==> config.mk <==
export PLATFORM = sky130hd
export DESIGN_NAME = lsu
export DESIGN_NICKNAME = d
export VERILOG_FILES = /design/src/rtl/lsu_pkg.sv /design/src/rtl/lsu_align.sv /design/src/rtl/lsu.sv
export SDC_FILE = /design/constraint.sdc
export NUM_CORES = 1
export LEC_CHECK = 0
export BUFFER_PORTS_ARGS = -buffer_cell sky130_fd_sc_hd__buf_2
export CORE_MARGIN = 5
export CORE_UTILIZATION = 46
export CTS_CLUSTER_DIAMETER = 40
export DETAILED_ROUTE_END_ITERATION = 10
export GPL_TIMING_DRIVEN = 1
export PLACE_DENSITY = 0.75
export SYNTH_ARGS = -nofsm -noshare
export SYNTH_HDL_FRONTEND = slang
export SYNTH_HIERARCHICAL = 1
export SYNTH_SLANG_ARGS = --single-unit
==> constraint.sdc <==
create_clock -name i_clk -period 2.8 [get_ports i_clk]
set_input_delay 0.56 -clock i_clk [delete_from_list [all_inputs] [get_ports i_clk]]
set_output_delay 0.56 -clock i_clk [all_outputs]
set_load 0.01 [all_outputs]
==> src/rtl/lsu_pkg.sv <==
`default_nettype none
// ============================================================================
//  Module   : lsu_pkg
//  Purpose  : Shared types and constants for the load/store unit.
//             Holds the FSM state enum, the RV32I load/store funct3 size
//             encodings and a helper that checks whether a funct3 value is
//             legal for a load or for a store.
//  Revision : 1.0  initial release
// ============================================================================
package lsu_pkg;

  typedef enum logic [1:0] {
    IDLE = 2'd0,
    REQ  = 2'd1,
    DONE = 2'd2
  } state_t;

  localparam logic [2:0] LSU_B  = 3'b000;
  localparam logic [2:0] LSU_H  = 3'b001;
  localparam logic [2:0] LSU_W  = 3'b010;
  localparam logic [2:0] LSU_BU = 3'b100;
  localparam logic [2:0] LSU_HU = 3'b101;

  // Stores only have B/H/W; loads additionally have the unsigned forms.
  function automatic logic funct3_ok(input logic [2:0] f3, input logic is_store);
    logic ok;
    ok = 1'b0;
    case (f3)
      LSU_B, LSU_H, LSU_W: ok = 1'b1;
      LSU_BU, LSU_HU:      ok = ~is_store;
      default:             ok = 1'b0;
    endcase
    return ok;
  endfunction

endpackage
`default_nettype wire

==> src/rtl/lsu_align.sv <==
`default_nettype none
// ============================================================================
//  Module   : lsu_align
//  Purpose  : Combinational lane logic for the LSU.
//             Store side: byte-enable generation and write-data replication
//             from the (already size-aligned) address offset.
//             Load side : selects the addressed byte/halfword from the
//             captured memory word and sign/zero extends it.
//  Ports    : st_funct3/st_off/st_data -> be, wdata
//             ld_funct3/ld_off/rdata   -> ld_data
//  Revision : 1.0  initial release
// ============================================================================
module lsu_align
  import lsu_pkg::*;
(
  input  logic [2:0]  st_funct3,
  input  logic [1:0]  st_off,
  input  logic [31:0] st_data,
  output logic [3:0]  be,
  output logic [31:0] wdata,
  input  logic [2:0]  ld_funct3,
  input  logic [1:0]  ld_off,
  input  logic [31:0] rdata,
  output logic [31:0] ld_data
);

  logic [7:0]  ld_byte;
  logic [15:0] ld_half;

  // Lane replication means the memory sees the right value whatever lane
  // the byte enables select.
  always_comb begin
    be    = 4'b1111;
    wdata = st_data;
    case (st_funct3[1:0])
      2'b00: begin
        be    = 4'b0001 << st_off;
        wdata = {4{st_data[7:0]}};
      end
      2'b01: begin
        be    = 4'b0011 << {st_off[1], 1'b0};
        wdata = {2{st_data[15:0]}};
      end
      default: ;
    endcase
  end

  always_comb begin
    ld_byte = rdata[7:0];
    case (ld_off)
      2'd1:    ld_byte = rdata[15:8];
      2'd2:    ld_byte = rdata[23:16];
      2'd3:    ld_byte = rdata[31:24];
      default: ld_byte = rdata[7:0];
    endcase
    ld_half = ld_off[1] ? rdata[31:16] : rdata[15:0];
    ld_data = 32'h0;
    case (ld_funct3)
      LSU_B:   ld_data = {{24{ld_byte[7]}}, ld_byte};
      LSU_BU:  ld_data = {24'h0, ld_byte};
      LSU_H:   ld_data = {{16{ld_half[15]}}, ld_half};
      LSU_HU:  ld_data = {16'h0, ld_half};
      LSU_W:   ld_data = rdata;
      default: ld_data = 32'h0;
    endcase
  end

endmodule
`default_nettype wire

==> src/rtl/lsu.sv <==
`default_nettype none
// ============================================================================
//  Module   : lsu
//  Purpose  : Load/store unit. Accepts one load or store from execute,
//             issues a single registered memory request, waits for ack
//             (with timeout) and pulses o_done with the extended load data.
//  Ports    : i_clk, i_rst (sync, active high)
//             execute side : i_valid, i_lsu_rden, i_lsu_wren, i_funct3,
//                            i_alu_data, i_rs2_data -> o_ready, o_done,
//                            o_ld_data, o_err, o_misalign
//             memory side  : o_mem_req/we/addr/wdata/be, i_mem_ack/rdata
//  Config   : LSU_MISALIGN_TRAP_EN - trap misaligned H/W accesses instead
//             of silently clearing the low address bits.
//  Revision : 1.0  initial release
// ============================================================================
module lsu
  import lsu_pkg::*;
#(
  parameter int TIMEOUT_CYCLES = 16
) (
  input  logic        i_clk,
  input  logic        i_rst,
  input  logic        i_valid,
  input  logic        i_lsu_rden,
  input  logic        i_lsu_wren,
  input  logic [2:0]  i_funct3,
  input  logic [31:0] i_alu_data,
  input  logic [31:0] i_rs2_data,
  output logic        o_ready,
  output logic        o_done,
  output logic [31:0] o_ld_data,
  output logic        o_err,
  output logic        o_misalign,
  output logic        o_mem_req,
  output logic        o_mem_we,
  output logic [31:0] o_mem_addr,
  output logic [31:0] o_mem_wdata,
  output logic [3:0]  o_mem_be,
  input  logic        i_mem_ack,
  input  logic [31:0] i_mem_rdata
);

  localparam int CW = $clog2(TIMEOUT_CYCLES + 1);

  state_t        state, state_nx;
  logic          accept, is_store_in, bad_f3, misalign_in, trap;
  logic [1:0]    off_in;
  logic [CW-1:0] tmo_cnt;
  logic          timeout;
  logic          is_store, err_q, mis_q;
  logic [2:0]    funct3_q;
  logic [1:0]    off_q;
  logic [31:0]   rdata_q;
  logic [3:0]    be_nx;
  logic [31:0]   wdata_nx, ld_ext;

  assign accept      = (state == IDLE) && i_valid && (i_lsu_rden || i_lsu_wren);
  assign is_store_in = i_lsu_wren;  // rden+wren together is a store
  assign bad_f3      = ~funct3_ok(i_funct3, is_store_in);

  // Offset forced to the natural alignment of the access size.
  always_comb begin
    off_in = i_alu_data[1:0];
    case (i_funct3[1:0])
      2'b01:   off_in = {i_alu_data[1], 1'b0};
      2'b10:   off_in = 2'b00;
      default: ;
    endcase
  end

`ifdef LSU_MISALIGN_TRAP_EN
  assign misalign_in = ((i_funct3[1:0] == 2'b01) && i_alu_data[0]) ||
                       ((i_funct3[1:0] == 2'b10) && (i_alu_data[1:0] != 2'b00));
`else
  assign misalign_in = 1'b0;
`endif
  assign trap = misalign_in;

  assign timeout = (tmo_cnt == CW'(TIMEOUT_CYCLES - 1));

  lsu_align u_align (
    .st_funct3 (i_funct3),
    .st_off    (off_in),
    .st_data   (i_rs2_data),
    .be        (be_nx),
    .wdata     (wdata_nx),
    .ld_funct3 (funct3_q),
    .ld_off    (off_q),
    .rdata     (rdata_q),
    .ld_data   (ld_ext)
  );

  always_ff @(posedge i_clk) begin
    if (i_rst) state <= IDLE;
    else       state <= state_nx;
  end

  always_comb begin
    state_nx = state;
    case (state)
      IDLE:    if (accept) state_nx = (bad_f3 || trap) ? DONE : REQ;
      REQ:     if (i_mem_ack || timeout) state_nx = DONE;
      DONE:    state_nx = IDLE;
      default: state_nx = IDLE;
    endcase
  end

  always_ff @(posedge i_clk) begin
    if (i_rst) begin
      o_mem_req   <= 1'b0;
      o_mem_we    <= 1'b0;
      o_mem_addr  <= 32'h0;
      o_mem_wdata <= 32'h0;
      o_mem_be    <= 4'h0;
      tmo_cnt     <= '0;
      is_store    <= 1'b0;
      err_q       <= 1'b0;
      mis_q       <= 1'b0;
      funct3_q    <= 3'b0;
      off_q       <= 2'b0;
      rdata_q     <= 32'h0;
    end else begin
      o_mem_req <= (state_nx == REQ);
      // Counter is zero whenever not staying in REQ, so it is clear on entry.
      tmo_cnt   <= ((state == REQ) && (state_nx == REQ)) ? tmo_cnt + 1'b1 : '0;
      if (accept) begin
        o_mem_we    <= is_store_in;
        o_mem_addr  <= {i_alu_data[31:2], 2'b00};
        o_mem_wdata <= is_store_in ? wdata_nx : 32'h0;
        o_mem_be    <= be_nx;
        is_store    <= is_store_in;
        funct3_q    <= i_funct3;
        off_q       <= off_in;
        err_q       <= bad_f3;
        mis_q       <= trap && !bad_f3;
        rdata_q     <= 32'h0;
      end
      if (state == REQ) begin
        if (i_mem_ack)    rdata_q <= i_mem_rdata;
        else if (timeout) err_q   <= 1'b1;
      end
    end
  end

  assign o_ready    = (state == IDLE);
  assign o_done     = (state == DONE);
  assign o_err      = o_done && err_q;
  assign o_misalign = o_done && mis_q;
  assign o_ld_data  = (o_done && !is_store && !err_q && !mis_q) ? ld_ext : 32'h0;

endmodule
`default_nettype wire

Word level (Yosys, flattened, before mapping)
Cells that the tools add are included.
{ "word_totals": {"in_bits": 105, "register_bits": 113, "output_inout_bits": 106, "wordCells": 71} }
{ "op_classes": {"reduce_logical": 17, "n_bitwise": 3, "eq_ne": 17, "addsub": 1, "n_mux": 20, "shift": 2} }
{ "ops": {"columns": ["op", "n"], "rows": [
  ["32-bit two-way mux", 5],
  ["32-bit case mux with 5 select lines", 1],
  ["32-bit case mux with 2 select lines", 1],
  ["8-bit case mux with 3 select lines", 1],
  ["16-bit two-way mux", 1],
  ["3-bit == test, second input constant", 4],
  ["2-bit by 1-bit == test with 1-bit output, second input constant", 4],
  ["2-bit == test, second input constant", 4],
  ["2-bit case mux with 2 select lines", 2],
  ["4-bit case mux with 2 select lines", 1],
  ["3-bit by 1-bit == test with 1-bit output, second input constant", 2],
  ["3-bit by 2-bit == test with 1-bit output, second input constant", 2],
  ["1-bit logical AND", 6],
  ["3-bit zero test", 2],
  ["2-bit two-way mux", 3],
  ["5-bit by 1-bit adder with 5-bit output, second input constant", 1],
  ["5-bit by 4-bit == test with 1-bit output, second input constant", 1],
  ["2-bit zero test", 2],
  ["1-bit two-way mux", 4],
  ["2-bit OR reduction", 2],
  ["1-bit by 2-bit left shift with 4-bit output, first input constant", 1],
  ["2-bit by 2-bit left shift with 4-bit output, first input constant", 1],
  ["1-bit NOT", 3],
  ["3-bit OR reduction", 1],
  ["3 further kinds", 5]
]} }

Depth between registers and ports, before layout
Gate-level depths: netlist of run 1.
{ "logic_depth": {"word_depth": 10, "depth_mapped": 8, "depth_no_buf": 8} }

Modules after synthesis
Netlist of run 1, hierarchy kept.
{ "modules_own_cells": {"columns": ["module", "cells_each", "area_per_inst_um2", "instances", "seq_area_each_um2"], "rows": [
  ["lsu", 569, 4863.4, 1, 2262.2],
  ["lsu_align", 184, 1406.3, 1, 0.0]
]} }

Worst setup path before layout of run 1
OpenSTA, ideal clock, no wires.
{ "synth_path": {"kind": "register to output", "startpoint": "reg off_q[0]", "endpoint": "out o_ld_data[16]", "stages_incl_launch_ff": 6, "setup_slack_ns": 0.826, "arrival_ns": 1.414, "path_buffers": 1, "t_required_ns": 2.240, "path_cell_list": "dfxtp_1 > mux2_2 > a22oi_4 > buf_6 > a211oi_2 > and2_1"} }
{ "synth_between": {"elab_chain_len": 4, "word_cells_on_any_way": 6} }
{ "synth_rtl": {"columns": ["element", "line", "source"], "rows": [
  ["from (decl)", "lsu.sv:52", "logic [1:0] off_q;"],
  ["from (signal assigned)", "lsu.sv:133", "off_q <= off_in;"],
  ["2-bit == test or 2-bit by 1-bit == test with 1-bit output (tied branches)", "lsu_align.sv:50", "case (ld_off)"],
  ["8-bit case mux with 3 select lines *", "lsu_align.sv:50", null],
  ["32-bit case mux with 5 select lines *", "lsu_align.sv:58", "case (ld_funct3)"],
  ["net ld_ext[16]", "lsu.sv:55", "logic [31:0] wdata_nx, ld_ext;"],
  ["32-bit two-way mux *", "lsu.sv:149", "assign o_ld_data = (o_done && !is_store && !err_q && !mis_q) ? ld_ext : 32'h0;"],
  ["to (decl)", "lsu.sv:31", "output logic [31:0] o_ld_data,"]
]} }
Mark *: on every way through the listed nets, which the timed path passes. The rest lies on a longest branch.

Worst setup path in the final report of run 1
{ "layout_path": {"startpoint": "reg off_q[0]", "endpoint": "out o_ld_data[25]"} }
The elaborated chain is that of the path after synthesis.

==> metrics.cfg, run 1 <==
[run_status]
status = finished, final reports clean

[die]
die_x_um = 127
initial_utilization_pct = 47.2
rows = 42
ios = 211
core-area_mm2 = 0.0133
die_y_um = 127
dieArea_mm2 = 0.0161

[critical_path]
ff2ff_path_depth = 4
cp_num_cells = 6
r2r_start = state[1]
critPathMaxStageDelay_ns = 0.42
r2r_setup_slack_ns = 1.14
cp_cell_sequence = mux2_2, a22oi_4, buf_4, a211oi_1, and2_1, buf_2
cpLargestDelayFamily = buffers and inverters
cp-end-kind = output port
arrival_ns = 2.12
cp_max_fo = 25
startpoint_type = flop
critPathBufInv = 2
timing.critical_path.to = o_ld_data[25]
path_class = reg -> out
regToRegEndpoint = o_mem_addr[7]
crit_path_top_delay_cell = dfxtp_1
worstSetupStartpoint = off_q[0]
cp.required_ns = 2.24

[timing]
slew_violations = 0
min_period_ns = 2.68
max_freq_mhz = 374
worst_pin_slew_ns = 0.804
setup_tns_ns = 0
setup_viol = 0
max_slew_margin_pct = 46.4
setup_ws_ns = 0.123
fin_crit_sh_pct = 95.6
grt_setup_unrepaired = no
fin_skew_ns = 0.00629
hold_violations = 0

[detailed_routing]
via_per_inst = 5.66
drtAntennaViolNets = 0
post_drt_wl_per_cell_um = 17.3
dr.pass1.iters = 5
dr_total_vias = 6185
wl_um = 18900
drtIter0Drc = 551
drc = 0

[hold_path]
hold_start = i_mem_rdata[22]
hp-class = in -> reg
hold_depth = 3

[global_routing]
grt_pass1_wl_um = 29700
grt_pass1_vias = 5757
grt_max_degree = 107
overflow = 0
antenna_found_initial = 2
grt_usage_pct = 22.6

[clocking]
insertion_delay_ns = 0.41
cts-resized-gates = 0
clock-sinks = 113
cts_made_buffers = 17
holdBufCountCts = 0
cts_tree = yes
postCtsSetupRepairBufs = 0
htree_levels = 4
clock_path_buffers = 2
root_buffer = clkbuf_16
clk_pin_slew_ns = 0.05

[yosys]
ys_warn_count = 6
syn_area_per_cell_um2 = 8.33
synth_compound_area_share_pct = 31.9
synth_top_area_share_pct = 36.1
syn_area_mm2 = 0.00627
netlist_instances = 753
yosys.area.top_type = dfxtp_1
synth_edf_count = 0
synthAdderAreaFrac_pct = 0.998
synth_ff_type = dfxtp_1
yosys-top-cells-area = dfxtp_1, a21oi_1, nand3_1, o21ai_0, o211ai_2
ys_async_sr_fraction_pct = 0
synth-xor-area-share_pct = 0.279
synth-seq-cells = 113
yosys.area_share.simple_pct = 14.8
muxShareOfSynthArea_pct = 7.30
synth_top_family_by_area = compound AO/OA/AOI/OAI gates
synth_cell_types = 58
ys_seq_area_share_pct = 36.1

[finish]
final_nets = 1013
area_growth_pct = 24.1
drive_gt1_share_pct = 36.0
final_cells = 1092

[placement]
gp_congestion = 0.950
hpwlAfterDp_um = 13000
pre_cts_ws_ns = 0.451
io_buffers = 207
dpl.cell_count = 1060

[pwr]
power.density_mw_per_mm2 = 578
power_leakage_uw = 0.00323
peakVddDrop_mv = 0.452

[flow_run]
cap_violations = 0

## registers in the layout (all words and copies together) (netlist names)
name and flops:
o_mem_wdata 32, err_q 1, o_mem_addr 30, o_mem_req 1
funct3_q 3, state 2, off_q 2, is_store 1
rdata_q 32, o_mem_be 4, tmo_cnt 5
## how the worst min path moves through the flow
stage	slack [ns]	endpoint
after floorplan	0.42	tmo_cnt[0]
after global placement	0.43	tmo_cnt[0]
after detailed placement	0.45	tmo_cnt[0]
after CTS	0.38	rdata_q[21]
after global routing	0.38	o_mem_addr[2]
final	0.40	rdata_q[22]
## logic make-up (layout without fill, tap and decap cells)
family,Yosys count,count (layout)
fa+ha+maj,5,5
compound gates,312,312
buf+inv,100,259
xor+xnor,2,2
other cells,1,5
mux,42,42
simple gates,178,178
flops,113,113
## routing by layer
layer  vias up  global-route usage, %  wire length, um
met1      2870                   29.3             7900
li1       3025                      -                -
met3        30                   8.20             1780
met5         -                      0                0
met4         0                   8.26              387
met2       260                   34.8             8800
## power breakdown
group	total (uW)	leakage (uW)	switching (uW)	internal [uW]
combinational	671	0.00202	413	258
sequential	1730	0.000921	50.4	1680
clock	2090	0.000286	705	1390
## tightest hold or removal path: cells and delay by family
| kind | cells | cell delay [ns] |
|---|---|---|
| and+or+nand+nor | 1 | 0.05 |
| AOI/OAI and AO/OA | 1 | 0.05 |
| buffers and inverters | 1 | 0.09 |
## stage by stage
step,power [uW],hold slack [ns],cell area (um^2),util (%)
3_3_place_gp,2420,0.432,7190,54.1
5_1_grt,4680,0.382,7780,58.5
2_1_floorplan,2210,0.418,6280,-
6_report,4500,0.395,7780,58.5
4_1_cts,4520,0.376,7760,58.4
3_5_place_dp,2430,0.452,7190,54.1
## area by class of cell
type                            count  area [um^2]
Clock buffer                       24          492
Clock inverter                      6         80.1
Timing Repair Buffer              223         1200
Sequential cell                   113         2260
Antenna cell                        2         5.00
Inverter                            6         22.5
Tap cell                          176          220
Fill cell                        1204         5510
Multi-Input combinational cell    542         3500
## Yosys cell counts, drive strengths merged (2+ instances only)
cell type,count
a21oi,133
dfxtp,113
o21ai,84
nand3,71
buf,53
nand2,42
clkbuf,41
and2,33
o211ai,32
mux2,27
a211oi,17
a22oi,17
mux2i,15
nor2,13
a221oi,8
o22ai,7
inv,6
ha,5
a21o,3
nand2b,3
nor3b,3
o21bai,3
a32oi,2
and2b,2
and3,2
nor2b,2
## layout by cell type (no fill, tap or decap), types with 7 or more instances in the layout
| cell type | n |
|---|---|
| o22ai_1 | 7 |
| nand3_1 | 71 |
| a211oi_1 | 16 |
| nor2_1 | 10 |
| dfxtp_1 | 111 |
| o21ai_1 | 9 |
| nand2_1 | 42 |
| buf_2 | 206 |
| and2_1 | 33 |
| a21oi_1 | 128 |
| o21ai_0 | 71 |
| mux2i_1 | 15 |
| buf_4 | 14 |
| mux2_2 | 26 |
| clkbuf_16 | 17 |
| a221oi_1 | 7 |
| o211ai_2 | 27 |
| a22oi_1 | 16 |
Note: power is estimated with default switching activity, not from simulation.
==> run 2: changes to the inputs <==
- PLACE_DENSITY: 0.75 -> 0.72
==> run 2 against run 1 <==
  * Sequential power about the same
  * Clock power fell by 6%
  * Fmax up 1.8%
  * Count of clock-buffer cells in the layout unchanged
  * Worst hold slack worse by 0.011 ns
  * Non-clock buffer count grew 4
  * Clock skew is 0.0053 ns higher
  * Flip-flop and latch count stayed put
  * Core utilization decreased by 0.16 points
  * First-iteration DRC count down 9.4%
  * Cell area shrank 0.27%
  * Wire length down 0.15%
  * Critical path type unchanged
  * Critical endpoint is now o_ld_data[27]
  * Largest cell class unchanged
==> metrics.cfg, run 2 (synthesis gave the netlist of run 1 again) <==
[die]
initial_utilization_pct = 47.2
ios = 211
dieArea_mm2 = 0.0161
rows = 42
core-area_mm2 = 0.0133
die_y_um = 127
die_x_um = 127

[timing]
fin_skew_ns = 0.0116
min_period_ns = 2.63
worst_pin_slew_ns = 0.718
setup_tns_ns = 0
hold_violations = 0
fin_crit_sh_pct = 93.9
max_slew_margin_pct = 52.2
grt_setup_unrepaired = no
slew_violations = 0
max_freq_mhz = 380
setup_viol = 0

[finish]
area_growth_pct = 23.8
fillCellCount = 1287
final_nets = 1017
largestRegisters = o_mem_wdata: 32 flops, rdata_q: 32 flops, o_mem_addr: 30 flops
final_cell_mix = buf_2, a21oi_1, dfxtp_1, nand3_1, o21ai_0
final_common_cell = buf_2
drive_gt1_share_pct = 36.0
antenna_cells = 0

[detailed_routing]
drc = 0
drtAntennaViolNets = 0
via_per_inst = 5.65
dr.pass1.iters = 5
wl_um = 18800
dr_total_vias = 6188
drtIter0Drc = 499
post_drt_wl_per_cell_um = 17.2

[pwr]
switching_share_pct = 26.9
internal_power_uw = 3190
power_leakage_uw = 0.00323
power.total_uw = 4370
power_frac_comb_pct = 15.5
seq_power_share_pct = 39.7
power.density_mw_per_mm2 = 563
p_switching_uw = 1170
peakVddDrop_mv = 0.463
clkPwrFrac_pct = 44.8

[clocking]
clock_path_buffers = 2
cts_made_buffers = 17
cts_tree = yes
root_buffer = clkbuf_16
clock-sinks = 113
holdBufCountCts = 0
clk_pin_slew_ns = 0.05
insertion_delay_ns = 0.41
htree_levels = 4

[critical_path]
critPathMaxStageDelay_ns = 0.43
regToRegEndpoint = rdata_q[5]
r2r_start = state[0]
cp_max_fo = 25
cpLargestDelayFamily = flip-flops
r2r_setup_slack_ns = 0.94
cp-end-kind = output port
arrival_ns = 2.07
path_class = reg -> out
cp.required_ns = 2.24
startpoint_type = flop
ff2ff_path_depth = 4
critPathBufInv = 2
cp_cell_sequence = mux2_2, a22oi_4, buf_6, a211oi_1, and2_1, buf_2
crit_path_top_delay_cell = dfxtp_1

[hold_path]
hp-class = in -> reg
hold_depth = 3
hold_path_end = rdata_q[3]
hold_start = i_mem_rdata[3]

[placement]
gp_congestion = 0.944
io_buffers = 207
hpwlAfterDp_um = 13000

[global_routing]
grt_usage_pct = 22.8
grt_pass1_vias = 5901
overflow = 0
grt_max_degree = 63
antenna_found_initial = 0
grt_pass1_wl_um = 30100

[flow_run]
cap_violations = 0

[run_status]
status = finished, final reports clean

## run 2: cell types whose count changed in the layout (fill, tap and decap cells not counted), sizes merged
cell,delta
diode,-2
buf,+4
clkinv,+2
bufinv,-1
## run 2: tightest hold or removal path, cell delays in order
cell	delay [ns]
buf_2	0.09
nand2_1	0.04
a21oi_1	0.05
## run 2: through the flow
stage,setup WS [ns],hold slack [ns],util (%),std cells,area (um^2)
6_report,0.170,0.384,58.4,1095,7760
3_3_place_gp,0.509,0.430,54.3,1064,7220
5_1_grt,0.0464,0.370,58.4,1095,7760
2_1_floorplan,0.826,0.418,-,755,6280
3_5_place_dp,0.411,0.439,54.3,1064,7220
4_1_cts,0.0642,0.368,58.3,1095,7760
## run 2: power by group through the flow
stage / logic [uW] / registers, uW / clock network (uW)
final: 676 / 1730 / 1960
after global routing: 744 / 1740 / 2070
after CTS: 675 / 1730 / 2000
after detailed placement: 672 / 1760 / 0
after global placement: 669 / 1760 / 0
after floorplan: 430 / 1780 / 0
## run 2: worst max path at each step
stage / start / to / slack [ns] / depth (start not counted)
after floorplan: off_q[0] / o_ld_data[16] / 0.83 / 5
after global placement: funct3_q[1] / o_ld_data[31] / 0.51 / 5
after detailed placement: funct3_q[1] / o_ld_data[27] / 0.41 / 5
after CTS: funct3_q[1] / o_ld_data[27] / 0.06 / 6
after global routing: off_q[0] / o_ld_data[29] / 0.05 / 6
final: off_q[0] / o_ld_data[27] / 0.17 / 6
## run 2: cell type report
type                       instances  area, um^2  share of cell area, %
clock inverter                     7        60.1                  0.774
sequential                       113        2260                   29.2
clock buffer                      24         472                   6.08
multi-input combinational        542        3490                   45.0
timing repair buffer             227        1230                   15.8
tap                              176         220                   2.84
inverter                           6        22.5                  0.290
## run 2: timing repair
item	in CTS	in global routing
setup buffers	0	0
resized for setup	1	3
setup endpoints to repair	3	19
## run 2: per-layer routing
| layer | vias up | part of all wire [%] | GRT usage (%) |
|---|---|---|---|
| li1 | 3036 | - | - |
| met3 | 41 | 10 | 9.25 |
| met4 | 0 | 3.0 | 9.40 |
| met2 | 273 | 45 | 34.4 |
| met1 | 2838 | 42 | 29.0 |
| met5 | - | 0 | 0 |
